**config.mk**
```make
export PLATFORM = sky130hd
export DESIGN_NAME = branch_predictor_flat
export DESIGN_NICKNAME = d
export VERILOG_FILES = /design/src/rtl/branch_predictor_pkg.sv /design/src/rtl/branch_predictor_if.sv /design/src/rtl/branch_predictor_btb_table.sv /design/src/rtl/branch_predictor.sv /design/src/flat_wrapper.sv
export SDC_FILE = /design/constraint.sdc
export NUM_CORES = 2
export LEC_CHECK = 0
export CAP_MARGIN = 20
export CORE_AREA = 2 2 632 634
export CTS_CLUSTER_DIAMETER = 80
export DETAILED_ROUTE_END_ITERATION = 8
export DIE_AREA = 0 0 634 636
export MAX_ROUTING_LAYER = met4
export PLACE_DENSITY = 0.61
export SYNTH_ARGS = -nofsm -noshare
export SYNTH_HDL_FRONTEND = slang
export SYNTH_SLANG_ARGS = --single-unit
```
**constraint.sdc**
```tcl
create_clock -name clk -period 7.38 [get_ports clk]
set_clock_uncertainty 0.05 [all_clocks]
set_input_delay 0.738 -clock clk [delete_from_list [all_inputs] [get_ports clk]]
set_output_delay 0.738 -clock clk [all_outputs]
set_load 0.01 [all_outputs]
```
**src/rtl/branch_predictor_pkg.sv**
```systemverilog
// Shared types for the IF-stage branch predictor: counter encoding, BTB entry
// layout and the 2-bit saturating counter update.
package bp_pkg;

    localparam int BTB_ENTRIES_DEF = 64;
    localparam int TAG_W_DEF       = 8;
    // Entry tag field is sized for the widest legal tag; only TAG_W LSBs are stored.
    localparam int TAG_W_MAX       = 28;

    typedef enum logic [1:0] {
        SNT = 2'b00,
        WNT = 2'b01,
        WT  = 2'b10,
        ST  = 2'b11
    } BpCtr;

    typedef struct packed {
        logic                 valid;
        logic [TAG_W_MAX-1:0] tag;
        logic [31:0]          target;
        BpCtr                 ctr;
    } BtbEntry;

    function automatic BpCtr sat_update(input BpCtr ctr, input logic taken);
        BpCtr nxt;
        if (taken) nxt = (ctr == ST)  ? ST  : BpCtr'(ctr + 2'b01);
        else       nxt = (ctr == SNT) ? SNT : BpCtr'(ctr - 2'b01);
        return nxt;
    endfunction

endpackage

```
**src/rtl/branch_predictor_if.sv**
```systemverilog
// Fetch-side lookup / prediction and EXE-side training signals of the predictor.
interface branch_predictor_if;

    logic        IF_Req;
    logic        IF_Stall;
    logic        IF_Flush;
    logic [31:0] IF_PC;

    logic        Pred_Valid;
    logic [31:0] Pred_PC;
    logic        Pred_Taken;
    logic [31:0] Pred_Target;

    logic        EXE_Update;
    logic [31:0] EXE_PC;
    logic        EXE_Taken;
    logic [31:0] EXE_Target;

    modport master (
        output IF_Req, IF_Stall, IF_Flush, IF_PC,
        output EXE_Update, EXE_PC, EXE_Taken, EXE_Target,
        input  Pred_Valid, Pred_PC, Pred_Taken, Pred_Target
    );

    modport slave (
        input  IF_Req, IF_Stall, IF_Flush, IF_PC,
        input  EXE_Update, EXE_PC, EXE_Taken, EXE_Target,
        output Pred_Valid, Pred_PC, Pred_Taken, Pred_Target
    );

endinterface

```
**src/rtl/branch_predictor_btb_table.sv**
```systemverilog
// Flop-based BTB storage with async clear, two combinational read ports
// (fetch lookup and EXE update) and one write port.
module btb_table
    import bp_pkg::*;
#(
    parameter  int ENTRIES = BTB_ENTRIES_DEF,
    parameter  int TAG_W   = TAG_W_DEF,
    localparam int IDX_W   = $clog2(ENTRIES)
) (
    input  logic             clk,
    input  logic             resetn,
    input  logic [IDX_W-1:0] i_rd_idx_a,
    output BtbEntry          o_rd_entry_a,
    input  logic [IDX_W-1:0] i_rd_idx_b,
    output BtbEntry          o_rd_entry_b,
    input  logic             i_we,
    input  logic [IDX_W-1:0] i_wr_idx,
    input  BtbEntry          i_wr_entry
);

    logic [ENTRIES-1:0]            r_valid;
    logic [ENTRIES-1:0][TAG_W-1:0] r_tag;
    logic [ENTRIES-1:0][31:0]      r_target;
    BpCtr                          r_ctr [ENTRIES];

    logic w_unused;
    assign w_unused = ^i_wr_entry.tag;

    always_ff @(posedge clk or negedge resetn) begin
        if (!resetn) begin
            r_valid  <= '0;
            r_tag    <= '0;
            r_target <= '0;
            for (int i = 0; i < ENTRIES; i++) r_ctr[i] <= WNT;
        end else if (i_we) begin
            r_valid[i_wr_idx]  <= i_wr_entry.valid;
            r_tag[i_wr_idx]    <= i_wr_entry.tag[TAG_W-1:0];
            r_target[i_wr_idx] <= i_wr_entry.target;
            r_ctr[i_wr_idx]    <= i_wr_entry.ctr;
        end
    end

    // Reads return pre-write contents, giving read-before-write on a same-index collision.
    always_comb begin
        o_rd_entry_a                  = '0;
        o_rd_entry_a.valid            = r_valid[i_rd_idx_a];
        o_rd_entry_a.tag[TAG_W-1:0]   = r_tag[i_rd_idx_a];
        o_rd_entry_a.target           = r_target[i_rd_idx_a];
        o_rd_entry_a.ctr              = r_ctr[i_rd_idx_a];
    end

    always_comb begin
        o_rd_entry_b                  = '0;
        o_rd_entry_b.valid            = r_valid[i_rd_idx_b];
        o_rd_entry_b.tag[TAG_W-1:0]   = r_tag[i_rd_idx_b];
        o_rd_entry_b.target           = r_target[i_rd_idx_b];
        o_rd_entry_b.ctr              = r_ctr[i_rd_idx_b];
    end

endmodule

```
**src/rtl/branch_predictor.sv**
```systemverilog
// IF-stage dynamic branch predictor: direct-mapped BTB with 2-bit counters,
// registered prediction one cycle after lookup, trained from EXE resolution.
module branch_predictor
    import bp_pkg::*;
#(
    parameter  int BTB_ENTRIES = BTB_ENTRIES_DEF,
    parameter  int TAG_W       = TAG_W_DEF,
    localparam int IDX_W       = $clog2(BTB_ENTRIES)
) (
    input  logic               clk,
    input  logic               resetn,
    branch_predictor_if.slave  bp
);

    logic [IDX_W-1:0] w_lk_idx, w_up_idx;
    logic [TAG_W-1:0] w_lk_tag, w_up_tag;
    BtbEntry          w_lk_ent, w_up_ent, w_wr_ent;
    logic             w_lk_hit, w_lk_taken, w_up_hit, w_we;
    logic             w_unused;

    logic             r_pred_valid;
    logic [31:0]      r_pred_pc;
    logic             r_pred_taken;
    logic [31:0]      r_pred_target;

    assign w_lk_idx = bp.IF_PC[IDX_W+1:2];
    assign w_lk_tag = bp.IF_PC[IDX_W+2 +: TAG_W];
    assign w_up_idx = bp.EXE_PC[IDX_W+1:2];
    assign w_up_tag = bp.EXE_PC[IDX_W+2 +: TAG_W];
    assign w_unused = ^{bp.EXE_PC, w_lk_ent.tag, w_up_ent.tag};

    btb_table #(
        .ENTRIES (BTB_ENTRIES),
        .TAG_W   (TAG_W)
    ) u_btb (
        .clk          (clk),
        .resetn       (resetn),
        .i_rd_idx_a   (w_lk_idx),
        .o_rd_entry_a (w_lk_ent),
        .i_rd_idx_b   (w_up_idx),
        .o_rd_entry_b (w_up_ent),
        .i_we         (w_we),
        .i_wr_idx     (w_up_idx),
        .i_wr_entry   (w_wr_ent)
    );

    assign w_lk_hit   = w_lk_ent.valid && (w_lk_ent.tag[TAG_W-1:0] == w_lk_tag);
    assign w_lk_taken = w_lk_hit && w_lk_ent.ctr[1];
    assign w_up_hit   = w_up_ent.valid && (w_up_ent.tag[TAG_W-1:0] == w_up_tag);

    // A miss that resolves not-taken leaves the table alone; a taken miss replaces the entry.
    always_comb begin
        w_we     = 1'b0;
        w_wr_ent = w_up_ent;
        if (bp.EXE_Update) begin
            if (w_up_hit) begin
                w_we         = 1'b1;
                w_wr_ent.ctr = sat_update(w_up_ent.ctr, bp.EXE_Taken);
                if (bp.EXE_Taken) w_wr_ent.target = bp.EXE_Target;
            end else if (bp.EXE_Taken) begin
                w_we                       = 1'b1;
                w_wr_ent                   = '0;
                w_wr_ent.valid             = 1'b1;
                w_wr_ent.tag[TAG_W-1:0]    = w_up_tag;
                w_wr_ent.target            = bp.EXE_Target;
                w_wr_ent.ctr               = WT;
            end
        end
    end

    always_ff @(posedge clk or negedge resetn) begin
        if (!resetn) begin
            r_pred_valid  <= 1'b0;
            r_pred_pc     <= '0;
            r_pred_taken  <= 1'b0;
            r_pred_target <= '0;
        end else if (bp.IF_Flush) begin
            r_pred_valid  <= 1'b0;
            r_pred_pc     <= '0;
            r_pred_taken  <= 1'b0;
            r_pred_target <= '0;
        end else if (!bp.IF_Stall) begin
            if (bp.IF_Req) begin
                r_pred_valid  <= 1'b1;
                r_pred_pc     <= bp.IF_PC;
                r_pred_taken  <= w_lk_taken;
                r_pred_target <= w_lk_taken ? w_lk_ent.target : 32'h0;
            end else begin
                r_pred_valid  <= 1'b0;
                r_pred_pc     <= '0;
                r_pred_taken  <= 1'b0;
                r_pred_target <= '0;
            end
        end
    end

    assign bp.Pred_Valid  = r_pred_valid;
    assign bp.Pred_PC     = r_pred_pc;
    assign bp.Pred_Taken  = r_pred_taken;
    assign bp.Pred_Target = r_pred_target;

endmodule

```
**src/flat_wrapper.sv**
```systemverilog
// flat-port wrapper written by rule: the top's interface ports become plain ports
module branch_predictor_flat import bp_pkg::*;
#(
    parameter  int BTB_ENTRIES = BTB_ENTRIES_DEF,
    parameter  int TAG_W       = TAG_W_DEF,
    localparam int IDX_W       = $clog2(BTB_ENTRIES)
)
  (clk, resetn, bp_IF_Req, bp_IF_Stall, bp_IF_Flush, bp_IF_PC, bp_EXE_Update, bp_EXE_PC, bp_EXE_Taken, bp_EXE_Target, bp_Pred_Valid, bp_Pred_PC, bp_Pred_Taken, bp_Pred_Target);
  branch_predictor_if bp_i ();
  input  logic clk;
  input  logic resetn;
  input wire logic [$bits(bp_i.IF_Req)-1:0] bp_IF_Req;
  input wire logic [$bits(bp_i.IF_Stall)-1:0] bp_IF_Stall;
  input wire logic [$bits(bp_i.IF_Flush)-1:0] bp_IF_Flush;
  input wire logic [$bits(bp_i.IF_PC)-1:0] bp_IF_PC;
  input wire logic [$bits(bp_i.EXE_Update)-1:0] bp_EXE_Update;
  input wire logic [$bits(bp_i.EXE_PC)-1:0] bp_EXE_PC;
  input wire logic [$bits(bp_i.EXE_Taken)-1:0] bp_EXE_Taken;
  input wire logic [$bits(bp_i.EXE_Target)-1:0] bp_EXE_Target;
  output wire logic [$bits(bp_i.Pred_Valid)-1:0] bp_Pred_Valid;
  output wire logic [$bits(bp_i.Pred_PC)-1:0] bp_Pred_PC;
  output wire logic [$bits(bp_i.Pred_Taken)-1:0] bp_Pred_Taken;
  output wire logic [$bits(bp_i.Pred_Target)-1:0] bp_Pred_Target;
  assign bp_i.IF_Req = bp_IF_Req;
  assign bp_i.IF_Stall = bp_IF_Stall;
  assign bp_i.IF_Flush = bp_IF_Flush;
  assign bp_i.IF_PC = bp_IF_PC;
  assign bp_i.EXE_Update = bp_EXE_Update;
  assign bp_i.EXE_PC = bp_EXE_PC;
  assign bp_i.EXE_Taken = bp_EXE_Taken;
  assign bp_i.EXE_Target = bp_EXE_Target;
  assign bp_Pred_Valid = bp_i.Pred_Valid;
  assign bp_Pred_PC = bp_i.Pred_PC;
  assign bp_Pred_Taken = bp_i.Pred_Taken;
  assign bp_Pred_Target = bp_i.Pred_Target;
  branch_predictor #(.BTB_ENTRIES(BTB_ENTRIES), .TAG_W(TAG_W)) u_core (.clk(clk), .resetn(resetn), .bp(bp_i));
endmodule
```
==> summary.txt <==
initial antenna violation count: 38
routed wire length per instance: 39.26 um
Setup CP Type: in2reg
Place WS: 0.8392 ns
Max-slew headroom: 0.1680
Worst setup SP type: primary input
largest net degree at the start of global routing: 180
Tmin final: 6.007 ns
core box area: 397100 sq um
Min Hold Slack: 0.2925 ns
register bit total from synthesis: 2818
GRT overflow: 0
IO Count: 169
Min-Delay Path Class: in2async
Worst-Margin Slew: 1.248 ns
fin worst setup slack: 1.373 ns
total iterations of the first detailed-routing run: 8
vias in the first global route: 108000
Max VDD drop: 0.2041 mV
placement row count: 232
Max Fclk: 166.5 MHz
Yosys cell types: 84
share of Yosys cell area claimed by the top area cell type: 0.4361
Leak: 83.76 nW
worst skew pair latency: 0.97 ns
IO Port Bufs: 150
Avg Inst Size Synth: 15.24 sq um
RePlAce Congestion: 0.8921
Vias/cell: 6.751
Reg clk slew, reported paths: 0.06 ns
RR Startpoint: u_core.u_btb.r_tag[167]
EDFF count, synth: 0
CTS Buf Count: 318
Setup Buffers After CTS: 0
Pins Over Slew Limit: 0
ratio of final minimum period to clock period: 0.8140
initial core utilization: 0.3980
post-synthesis sequential area ratio: 0.4467
WP data required: 8.17 ns
Global Route Usage Sum: 0.3088
Vias: 106000
asr flop ratio synth: 1.000
first-pass GRT wire length: 867100 um
WL final: 616300 um
layout cells sized above 1: 0.4761
largest area contributor in the netlist: dfrtp_1
Mapped Area: 158000 sq um
H-tree depth: 5
Root Buffer Master: clkbuf_16
full die area: 403200 sq um
Cells after DPL: 15080
total power: 0.03966 W
Initial DRC Count: 15290
DRC violation count after routing: 0
Syn-to-layout area delta: 11.03%
clock tree sinks: 2818
syn nets: 10470
CP max FO: 35
die width: 634 um
post_cts resized: 0
Layout Nets: 10240
Max-cap violations: 0
antenna viol nets, final: 0
pwr dens: 226.0 nW/um^2
# setup viols final: 0
setup TNS: 0 ns
status: finished clean
Cells after Synth: 10370
crit path launch: bp_EXE_PC[6]
Yosys warnings: 0
Critical Path End Type: flip-flop
CTS max path bufs: 4
unrepaired setup endpoints after global routing: false
top_reg_cell synth: dfrtp_1
Die Span Y: 636 um
CTS tree: built
Arr. time, crit path: 6.80 ns
placed wire-length estimate: 350600 um
top post-synthesis cells by area: dfrtp_1 44%, mux2_4 22%, mux4_2 13%
Non-Filler Instances: 15700
Fin. Hold Viols: 0
[repair_timing]
action,CTS,global route
hold buffers,1,0
hold endpoints to repair,56,0
setup endpoints to repair,0,0
[area by class of cell]
cell class                      count  area (sq um)
Clock buffer                      458          9301
Tap cell                         5265          6588
Inverter                            7         31.28
Timing Repair Buffer              593          6231
Fill cell                       34610        221600
Multi-Input combinational cell   6402         81160
Antenna cell                       47         117.6
Sequential cell                  2818         70600
Clock inverter                    110          1451
[state kept, by name, indices dropped and copies added, names as in the netlist]
name,cells
u_core.u_btb.r_target,2048
u_core.u_btb.r_tag,512
u_core.u_btb.r_ctr,128
u_core.u_btb.r_valid,64
u_core.bp.Pred_PC,32
u_core.bp.Pred_Target,32
u_core.bp.Pred_Taken,1
u_core.bp.Pred_Valid,1
[worst max-delay path, stage by stage]
cell and delay, ns:
buf_4 0.60, or3_1 0.98, nor2_1 0.35, a32oi_1 0.26, nor4bb_1 0.70, a31oi_1 0.24, and4b_1 0.31, nand4_1 0.34
o21ai_4 0.39, buf_12 0.41, buf_12 0.28, nand4_4 0.14, buf_12 0.30, mux2_4 0.43
[per-stage QoR]
step	utilization	instance area, sq um
floorplan	-	158000
global placement	0.4141	164500
detailed placement	0.4143	164500
CTS	0.4414	175300
global route	0.4418	175500
finish	0.4419	175500
[per-layer routing]
metal / GRT usage / vias up / routed length (um)
li1: - / 39720 / -
met2: 0.4254 / 7549 / 263100
met4: 0.1576 / 0 / 35890
met1: 0.4025 / 56940 / 242800
met5: - / - / 0
met3: 0.1038 / 1776 / 74580
[where the power goes]
part           total [W]  leakage (nW)  switching [W]  internal (W)
registers         0.0175          38.4       0.000938        0.0165
clock network     0.0167          5.30        0.00697       0.00973
logic            0.00549          40.0        0.00283       0.00266
[cells by family (layout without fill, tap and decap cells)]
| family | after synthesis | in the layout | synth area share |
|---|---|---|---|
| flops | 2818 | 2818 | 0.4467 |
| xor+xnor | 13 | 13 | 0.0007205 |
| buf+inv | 1150 | 1168 | 0.04369 |
| compound gates | 1574 | 1574 | 0.07235 |
| mux | 4029 | 4029 | 0.4055 |
| fa+ha+maj | 1 | 1 | 0.00006334 |
| other cells | 0 | 47 | 0 |
| simple gates | 785 | 785 | 0.03094 |
[cells in the final DEF (no fill, tap or decap), types with 69 or more instances in the layout]
master / synthesis / final
dfrtp_1: 2754 / 2754
mux2_4: 2340 / 2340
mux4_2: 912 / 912
mux2_2: 507 / 509
a22oi_1: 442 / 442
buf_4: 53 / 338
clkbuf_16: 0 / 324
mux2i_1: 268 / 268
a221oi_1: 261 / 261
a21oi_1: 225 / 208
o21ai_0: 190 / 190
nand2_1: 191 / 187
nor2_1: 190 / 179
a22o_1: 139 / 139
clkdlybuf4s50_1: 0 / 136
buf_12: 6 / 103
nand4_1: 78 / 78
nand2b_1: 78 / 77
nand3_1: 70 / 69
clkbuf_8: 0 / 69
[path summary, 6_finish.rpt]
check / slack (ns) / cells after the start / endpoint
min: 0.29 / 2 / u_core.u_btb.r_target[1676]
min in group clk: 0.31 / 2 / u_core.bp.Pred_PC[6]
max reg2reg: 2.19 / 13 / u_core.u_btb.r_target[434]
min reg2reg: 0.43 / 2 / u_core.bp.Pred_Target[15]
max in group asynchronous: 4.73 / 4 / u_core.u_btb.r_tag[135]
max: 1.37 / 14 / u_core.u_btb.r_target[434]
[Yosys cell counts (all sizes together) (9+ instances only)]
| cell | count |
|---|---|
| mux4 | 912 |
| and3 | 11 |
| dfstp | 64 |
| a22oi | 442 |
| o22ai | 48 |
| a211oi | 14 |
| xnor2 | 10 |
| nor3b | 12 |
| a31oi | 51 |
| mux2i | 268 |
| buf | 701 |
| nor2 | 190 |
| a21oi | 226 |
| nand3b | 21 |
| o2111ai | 9 |
| o21ai | 193 |
| nor4 | 13 |
| nand2 | 191 |
| o211ai | 36 |
| clkbuf | 442 |
| nand4 | 142 |
| a41oi | 13 |
| nor2b | 9 |
| nand3 | 70 |
| dfrtp | 2754 |
| o221ai | 17 |
| a311oi | 10 |
| nand2b | 78 |
| nor3 | 14 |
| mux2 | 2849 |
| a222oi | 23 |
| a22o | 139 |
| a221o | 31 |
| a221oi | 261 |
Note: power is estimated with default switching activity, not from simulation.
